$ cat src/rtl/doc_pkg.sv
// Shared document geometry, character codes and receiver state type for the UART loader.
package doc_pkg;

  localparam int DOC_COLS = 20;
  localparam int DOC_ROWS = 15;
  localparam int ADDR_W   = 9;

  localparam logic [7:0] CH_CR = 8'h0D;
  localparam logic [7:0] CH_BS = 8'h08;
  localparam logic [7:0] CH_SP = 8'h20;

  typedef enum logic [2:0] {
    IDLE,
    START,
    DATA,
    STOP,
    WAIT_HIGH
  } rx_state_t;

  function automatic logic is_printable(input logic [7:0] b);
    return (b >= 8'h20) && (b <= 8'h7E);
  endfunction

endpackage

$ cat src/rtl/uart_rx_core.sv
// 8N1 deserializer: input synchronizer, 16x oversample tick, and the frame FSM.
module uart_rx_core
  import doc_pkg::*;
#(
  parameter int OVERSAMPLE_DIV = 651
) (
  input  logic       clk,
  input  logic       rst,
  input  logic       rx_in,
  output logic       byte_valid,
  output logic [7:0] byte_data,
  output logic       frame_err,
  output logic       active
);

  localparam int TW = (OVERSAMPLE_DIV > 1) ? $clog2(OVERSAMPLE_DIV) : 1;

  logic          rx_meta, rx_sync, rx_prev;
  logic [TW-1:0] tick_cnt;
  logic          tick;

  rx_state_t  state, state_n;
  logic [3:0] phase, phase_n;
  logic [2:0] bit_idx, bit_idx_n;
  logic [7:0] shift, shift_n;
  logic       valid_n, ferr_n;

  // Synchronizer flops idle high so reset never looks like a start edge.
  always_ff @(posedge clk or posedge rst) begin
    if (rst) begin
      rx_meta <= 1'b1;
      rx_sync <= 1'b1;
      rx_prev <= 1'b1;
    end else begin
      rx_meta <= rx_in;
      rx_sync <= rx_meta;
      rx_prev <= rx_sync;
    end
  end

  assign tick = (tick_cnt == TW'(OVERSAMPLE_DIV - 1));

  always_ff @(posedge clk or posedge rst) begin
    if (rst)       tick_cnt <= '0;
    else if (tick) tick_cnt <= '0;
    else           tick_cnt <= tick_cnt + 1'b1;
  end

  always_ff @(posedge clk or posedge rst) begin
    if (rst) begin
      state      <= IDLE;
      phase      <= '0;
      bit_idx    <= '0;
      shift      <= '0;
      byte_valid <= 1'b0;
      frame_err  <= 1'b0;
    end else begin
      state      <= state_n;
      phase      <= phase_n;
      bit_idx    <= bit_idx_n;
      shift      <= shift_n;
      byte_valid <= valid_n;
      frame_err  <= ferr_n;
    end
  end

  // Start is qualified at mid-bit (8 ticks); every later sample is 16 ticks apart.
  always_comb begin
    state_n   = state;
    phase_n   = phase;
    bit_idx_n = bit_idx;
    shift_n   = shift;
    valid_n   = 1'b0;
    ferr_n    = 1'b0;
    case (state)
      IDLE: begin
        if (rx_prev && !rx_sync) begin
          state_n = START;
          phase_n = '0;
        end
      end
      START: begin
        if (tick) begin
          if (phase == 4'd7) begin
            phase_n   = '0;
            bit_idx_n = '0;
            state_n   = rx_sync ? IDLE : DATA;
          end else begin
            phase_n = phase + 4'd1;
          end
        end
      end
      DATA: begin
        if (tick) begin
          if (phase == 4'd15) begin
            phase_n   = '0;
            shift_n   = {rx_sync, shift[7:1]};
            bit_idx_n = bit_idx + 3'd1;
            if (bit_idx == 3'd7) state_n = STOP;
          end else begin
            phase_n = phase + 4'd1;
          end
        end
      end
      STOP: begin
        if (tick) begin
          if (phase == 4'd15) begin
            phase_n = '0;
            if (rx_sync) begin
              valid_n = 1'b1;
              state_n = IDLE;
            end else begin
              ferr_n  = 1'b1;
              state_n = WAIT_HIGH;
            end
          end else begin
            phase_n = phase + 4'd1;
          end
        end
      end
      WAIT_HIGH: begin
        if (rx_sync) state_n = IDLE;
      end
      default: state_n = IDLE;
    endcase
  end

  assign byte_data = shift;
  assign active    = (state != IDLE) && (state != WAIT_HIGH);

endmodule

$ cat src/rtl/uart_rx_loader.sv
// Receives UART characters and writes them into a DOC_ROWS x DOC_COLS text document
// through a granted write port, handling CR and backspace cursor movement.
module uart_rx_loader
  import doc_pkg::*;
#(
  parameter int OVERSAMPLE_DIV = 651,
  parameter int DOC_COLS       = doc_pkg::DOC_COLS,
  parameter int DOC_ROWS       = doc_pkg::DOC_ROWS
) (
  input  logic              clk,
  input  logic              rst,
  input  logic              RsRx,
  input  logic              clear,
  input  logic              grant,
  output logic [ADDR_W-1:0] a,
  output logic [7:0]        d,
  output logic              we,
  output logic              busy,
  output logic              frame_err,
  output logic              overrun
);

  logic              rx_valid, rx_active;
  logic [7:0]        rx_byte;
  logic [3:0]        row;
  logic [4:0]        col;
  logic              hold_full;
  logic [7:0]        hold_byte;
  logic              wr_is_bs;
  logic              clear_pend;
  logic [ADDR_W-1:0] cur, base;
  logic              wr_done;

  uart_rx_core #(.OVERSAMPLE_DIV(OVERSAMPLE_DIV)) u_core (
    .clk        (clk),
    .rst        (rst),
    .rx_in      (RsRx),
    .byte_valid (rx_valid),
    .byte_data  (rx_byte),
    .frame_err  (frame_err),
    .active     (rx_active)
  );

  function automatic logic [ADDR_W-1:0] pos_newline(input logic [ADDR_W-1:0] p);
    logic [3:0] r;
    r = p[ADDR_W-1:5];
    if (r == 4'(DOC_ROWS - 1)) return '0;
    return {r + 4'd1, 5'd0};
  endfunction

  function automatic logic [ADDR_W-1:0] pos_advance(input logic [ADDR_W-1:0] p);
    if (p[4:0] != 5'(DOC_COLS - 1)) return {p[ADDR_W-1:5], p[4:0] + 5'd1};
    return pos_newline(p);
  endfunction

  function automatic logic [ADDR_W-1:0] pos_retreat(input logic [ADDR_W-1:0] p);
    if (p[4:0] != 5'd0)         return {p[ADDR_W-1:5], p[4:0] - 5'd1};
    if (p[ADDR_W-1:5] != 4'd0)  return {p[ADDR_W-1:5] - 4'd1, 5'(DOC_COLS - 1)};
    return '0;
  endfunction

  assign cur     = {row, col};
  assign base    = clear ? '0 : cur;
  assign wr_done = we & grant;
  assign a       = cur;
  assign busy    = rx_active | hold_full;

  // While a write is pending the address must not move, so a clear seen then is deferred
  // until completion and overrides the post-write advance.
  always_ff @(posedge clk or posedge rst) begin
    if (rst) begin
      row        <= '0;
      col        <= '0;
      hold_full  <= 1'b0;
      hold_byte  <= '0;
      we         <= 1'b0;
      d          <= '0;
      wr_is_bs   <= 1'b0;
      clear_pend <= 1'b0;
      overrun    <= 1'b0;
    end else begin
      overrun <= rx_valid & hold_full;
      if (rx_valid && !hold_full) begin
        hold_full <= 1'b1;
        hold_byte <= rx_byte;
      end

      if (wr_done) begin
        we         <= 1'b0;
        hold_full  <= 1'b0;
        clear_pend <= 1'b0;
        if (clear || clear_pend) {row, col} <= '0;
        else if (!wr_is_bs)      {row, col} <= pos_advance(cur);
      end else if (we) begin
        if (clear) clear_pend <= 1'b1;
      end else if (hold_full) begin
        if (is_printable(hold_byte)) begin
          we         <= 1'b1;
          d          <= hold_byte;
          wr_is_bs   <= 1'b0;
          {row, col} <= base;
        end else if (hold_byte == CH_BS) begin
          we         <= 1'b1;
          d          <= CH_SP;
          wr_is_bs   <= 1'b1;
          {row, col} <= pos_retreat(base);
        end else if (hold_byte == CH_CR) begin
          hold_full  <= 1'b0;
          {row, col} <= clear ? '0 : pos_newline(cur);
        end else begin
          hold_full  <= 1'b0;
          {row, col} <= base;
        end
      end else if (clear) begin
        {row, col} <= '0;
      end
    end
  end

endmodule

$ cat config.mk
export PLATFORM = sky130hd
export DESIGN_NAME = uart_rx_loader
export DESIGN_NICKNAME = d
export VERILOG_FILES = /design/src/rtl/doc_pkg.sv /design/src/rtl/uart_rx_core.sv /design/src/rtl/uart_rx_loader.sv
export SDC_FILE = /design/constraint.sdc
export NUM_CORES = 1
export LEC_CHECK = 0
export CELL_PAD_IN_SITES_DETAIL_PLACEMENT = 1
export CELL_PAD_IN_SITES_GLOBAL_PLACEMENT = 1
export CORE_UTILIZATION = 36
export CTS_BUF_LIST = sky130_fd_sc_hd__clkbuf_2
export DETAILED_ROUTE_END_ITERATION = 12
export MAX_ROUTING_LAYER = met4
export PLACE_DENSITY = 0.66
export RECOVER_POWER = 100
export SYNTH_ARGS = -nofsm -noshare
export SYNTH_HDL_FRONTEND = slang
export SYNTH_SLANG_ARGS = --single-unit
$ cat constraint.sdc
create_clock -name clk -period 4.7 [get_ports clk]
set_clock_uncertainty 0.05 [all_clocks]
set_input_delay 1.41 -clock clk [delete_from_list [all_inputs] [get_ports clk]]
set_output_delay 1.41 -clock clk [all_outputs]
set_load 0.05 [all_outputs]
==> flow_summary.toml <==
[final_layout]
post-route-util = 0.415
fillers = 1130
design_area_sq_um = 3890
drive_gt1_frac = 0.0932
antenna_cells = 0
num-nets-final = 406
synthToLayoutAreaGrowth_pct = 10.3
final_cell_count_no_fill = 526

[grt]
met2_usage = 0.300
grt_max_degree = 33
antenna_found_initial = 0
grt_pass1_wl_mm = 15.0
grt-busiest-layer = "met2"
first_global_vias = 3009
grt_overflow = 0
grtUsageMet1 = 0.260
use_met3 = 0.0374
gr-usage-all-layers = 0.196

[clock_tree]
clk_pin_slew_ps = 190
htreeDepth = 3
numCtsBuffers = 9
numClockSinks = 63
cts_tree = "yes"
clock_latency_ps = 500
cts_setup_buffers = 0
postCtsHoldBufs = 0
clock_path_buffers = 2
cts-root-buf = "clkbuf_2"
cts_resized = 0

[setup_path]
crit_chain = "or3_1 -> dlygate4sd3_1"
crit_family = "buffers and inverters"
crit_slowest_cell = "dlygate4sd3_1"
crit_type = "register to primary output"
worst_setup_path_start_kind = "register"
arrival_ps = 2270
worstPathMaxFanout = 15
endpoint_kind = "primary output"
max_stage_delay_ps = 770
path_buf_inv = 1
critPathRequiredTime_ps = 3240

[synthesis]
ys_async_sr_fraction = 1.00
syn-num-nets = 387
ys_top_cells_by_count = "dfrtp_1, nand2_1, nor2_1, nand3_1, o21ai_0"
synth_edf_count = 0
netlist-cell-type-count = 68
synth_top_area_share = 0.425
synth_cells = 373
synth-main-ff-cell = "dfrtp_1"
synth.most_common_cell = "dfrtp_1"
synth_area_leaders = "dfrtp_1, nand2_1, ha_1, mux2_2, nor2_1"
synth_area_sq_um = 3530
ys_seq_area_frac = 0.448
syn_area_per_cell_sq_um = 9.46
synth_seq_cells = 63
yosysTopAreaCell = "dfrtp_1"
yosys_warnings = 0

[die]
num_io_pins = 26
dieHeight_um = 101
num_rows = 35
start_util = 0.377
die_w_um = 101
die-area_sq_um = 10200
core_sq_um = 9370

[pwr]
irDropWorstVdd_mv = 0.164
p_per_area_nw_per_um2 = 259
leakagePower_nw = 1.80
finalPower_mw = 1.01

[route]
drt-initial-drc-count = 86
drc = 0
post_drt_wl_per_cell_um = 16.3
viasPerCell = 5.45
antenna_left = 0
dr.pass1.iters = 4
vias = 2868
wl_mm = 8.59

[sta]
whs_ps = 324
worst_slew_pin_slew_ps = 1240
rsz0062_at_grt = "false"
period_minus_slack_ps = 3730
finalMaxSlewViolations = 0
setup_tns_ps = 0
setup_viol = 0
hold_viol = 0
max_slew_margin = 0.174
fmax_ghz = 0.268
fin_crit_sh = 0.794
setup_slack_ps = 968

[placement]
dpl.hpwl_mm = 6.22
placed_area_sq_um = 3850
pre_cts_ws_ps = 579
place_congestion = 0.815
dpl.cell_count = 510
numPortBuffers = 25

[outcome]
status = "completed"

[flow_run]
maxCapViolCount = 0

[min_path]
hp-class = "register to register"
[area by class of cell]
cell class	count	area, sq um	share of cell area
repair buffers	28	265	0.0681
clock buffers	11	55.1	0.0141
clock inverters	5	26.3	0.00675
multi-input cells	278	1760	0.452
inverters	12	45.0	0.0116
flip-flops and latches	63	1580	0.406
well taps	129	161	0.0415
[worst paths after layout]
kind | startpoint | slack [ps] | end | cells after the start
worst max-delay path | u_core.state[0]$_DFFE_PP0P_ | 970 | busy | 2
worst min-delay path | u_core.rx_meta$_DFF_PP1_ | 320 | u_core.rx_sync$_DFF_PP1_ | 0
worst max register to register | hold_byte[4]$_DFFE_PP0P_ | 1850 | col[0]$_DFFE_PP0P_ | 5
worst min register to register | u_core.rx_meta$_DFF_PP1_ | 320 | u_core.rx_sync$_DFF_PP1_ | 0
max in group asynchronous | rst | 1530 | d[6]$_DFFE_PP0P_ | 3
min in group asynchronous | rst | 1600 | d[4]$_DFFE_PP0P_ | 2
[power breakdown]
| group | switching, mW | internal, mW |
|---|---|---|
| registers | 0.0373 | 0.563 |
| logic | 0.0761 | 0.0608 |
| clock network | 0.202 | 0.0701 |
[sequential cells by signal, indices dropped and copies added (netlist names), 3 cells and up]
signal / count
u_core.byte_data: 8
u_core.bit_idx: 3
hold_byte: 8
d: 8
u_core.state: 3
col: 5
u_core.tick_cnt: 10
u_core.phase: 4
row: 4
[cells in the final DEF (no fill, tap or decap), drive strengths merged, types with 6 or more instances in the layout]
cell	instances
nor2	29
a21oi	13
inv	12
xnor2	6
nor3	11
o31ai	6
dlygate4sd3	24
nand2	52
a22o	6
ha	9
nand2b	9
dfrtp	60
nand3	18
nor2b	9
clkbuf	13
mux2	10
a21o	6
o21ai	17
[logic make-up after synthesis]
kind of cell | share of synthesized area
buffers and inverters | 0.0436
adders and majority gates | 0.0319
and+or+nand+nor | 0.255
muxes | 0.0347
AOI/OAI and AO/OA | 0.164
xor gates and xnor gates | 0.0223
DFF | 0.448
[per-layer routing]
| layer | vias to the layer above | share of wire |
|---|---|---|
| li1 | 1378 | - |
| met1 | 1434 | 0.50 |
| met2 | 42 | 0.46 |
| met3 | 14 | 0.028 |
| met4 | 0 | 0.012 |
| met5 | - | 0 |
(Power assumes the default switching activity.)
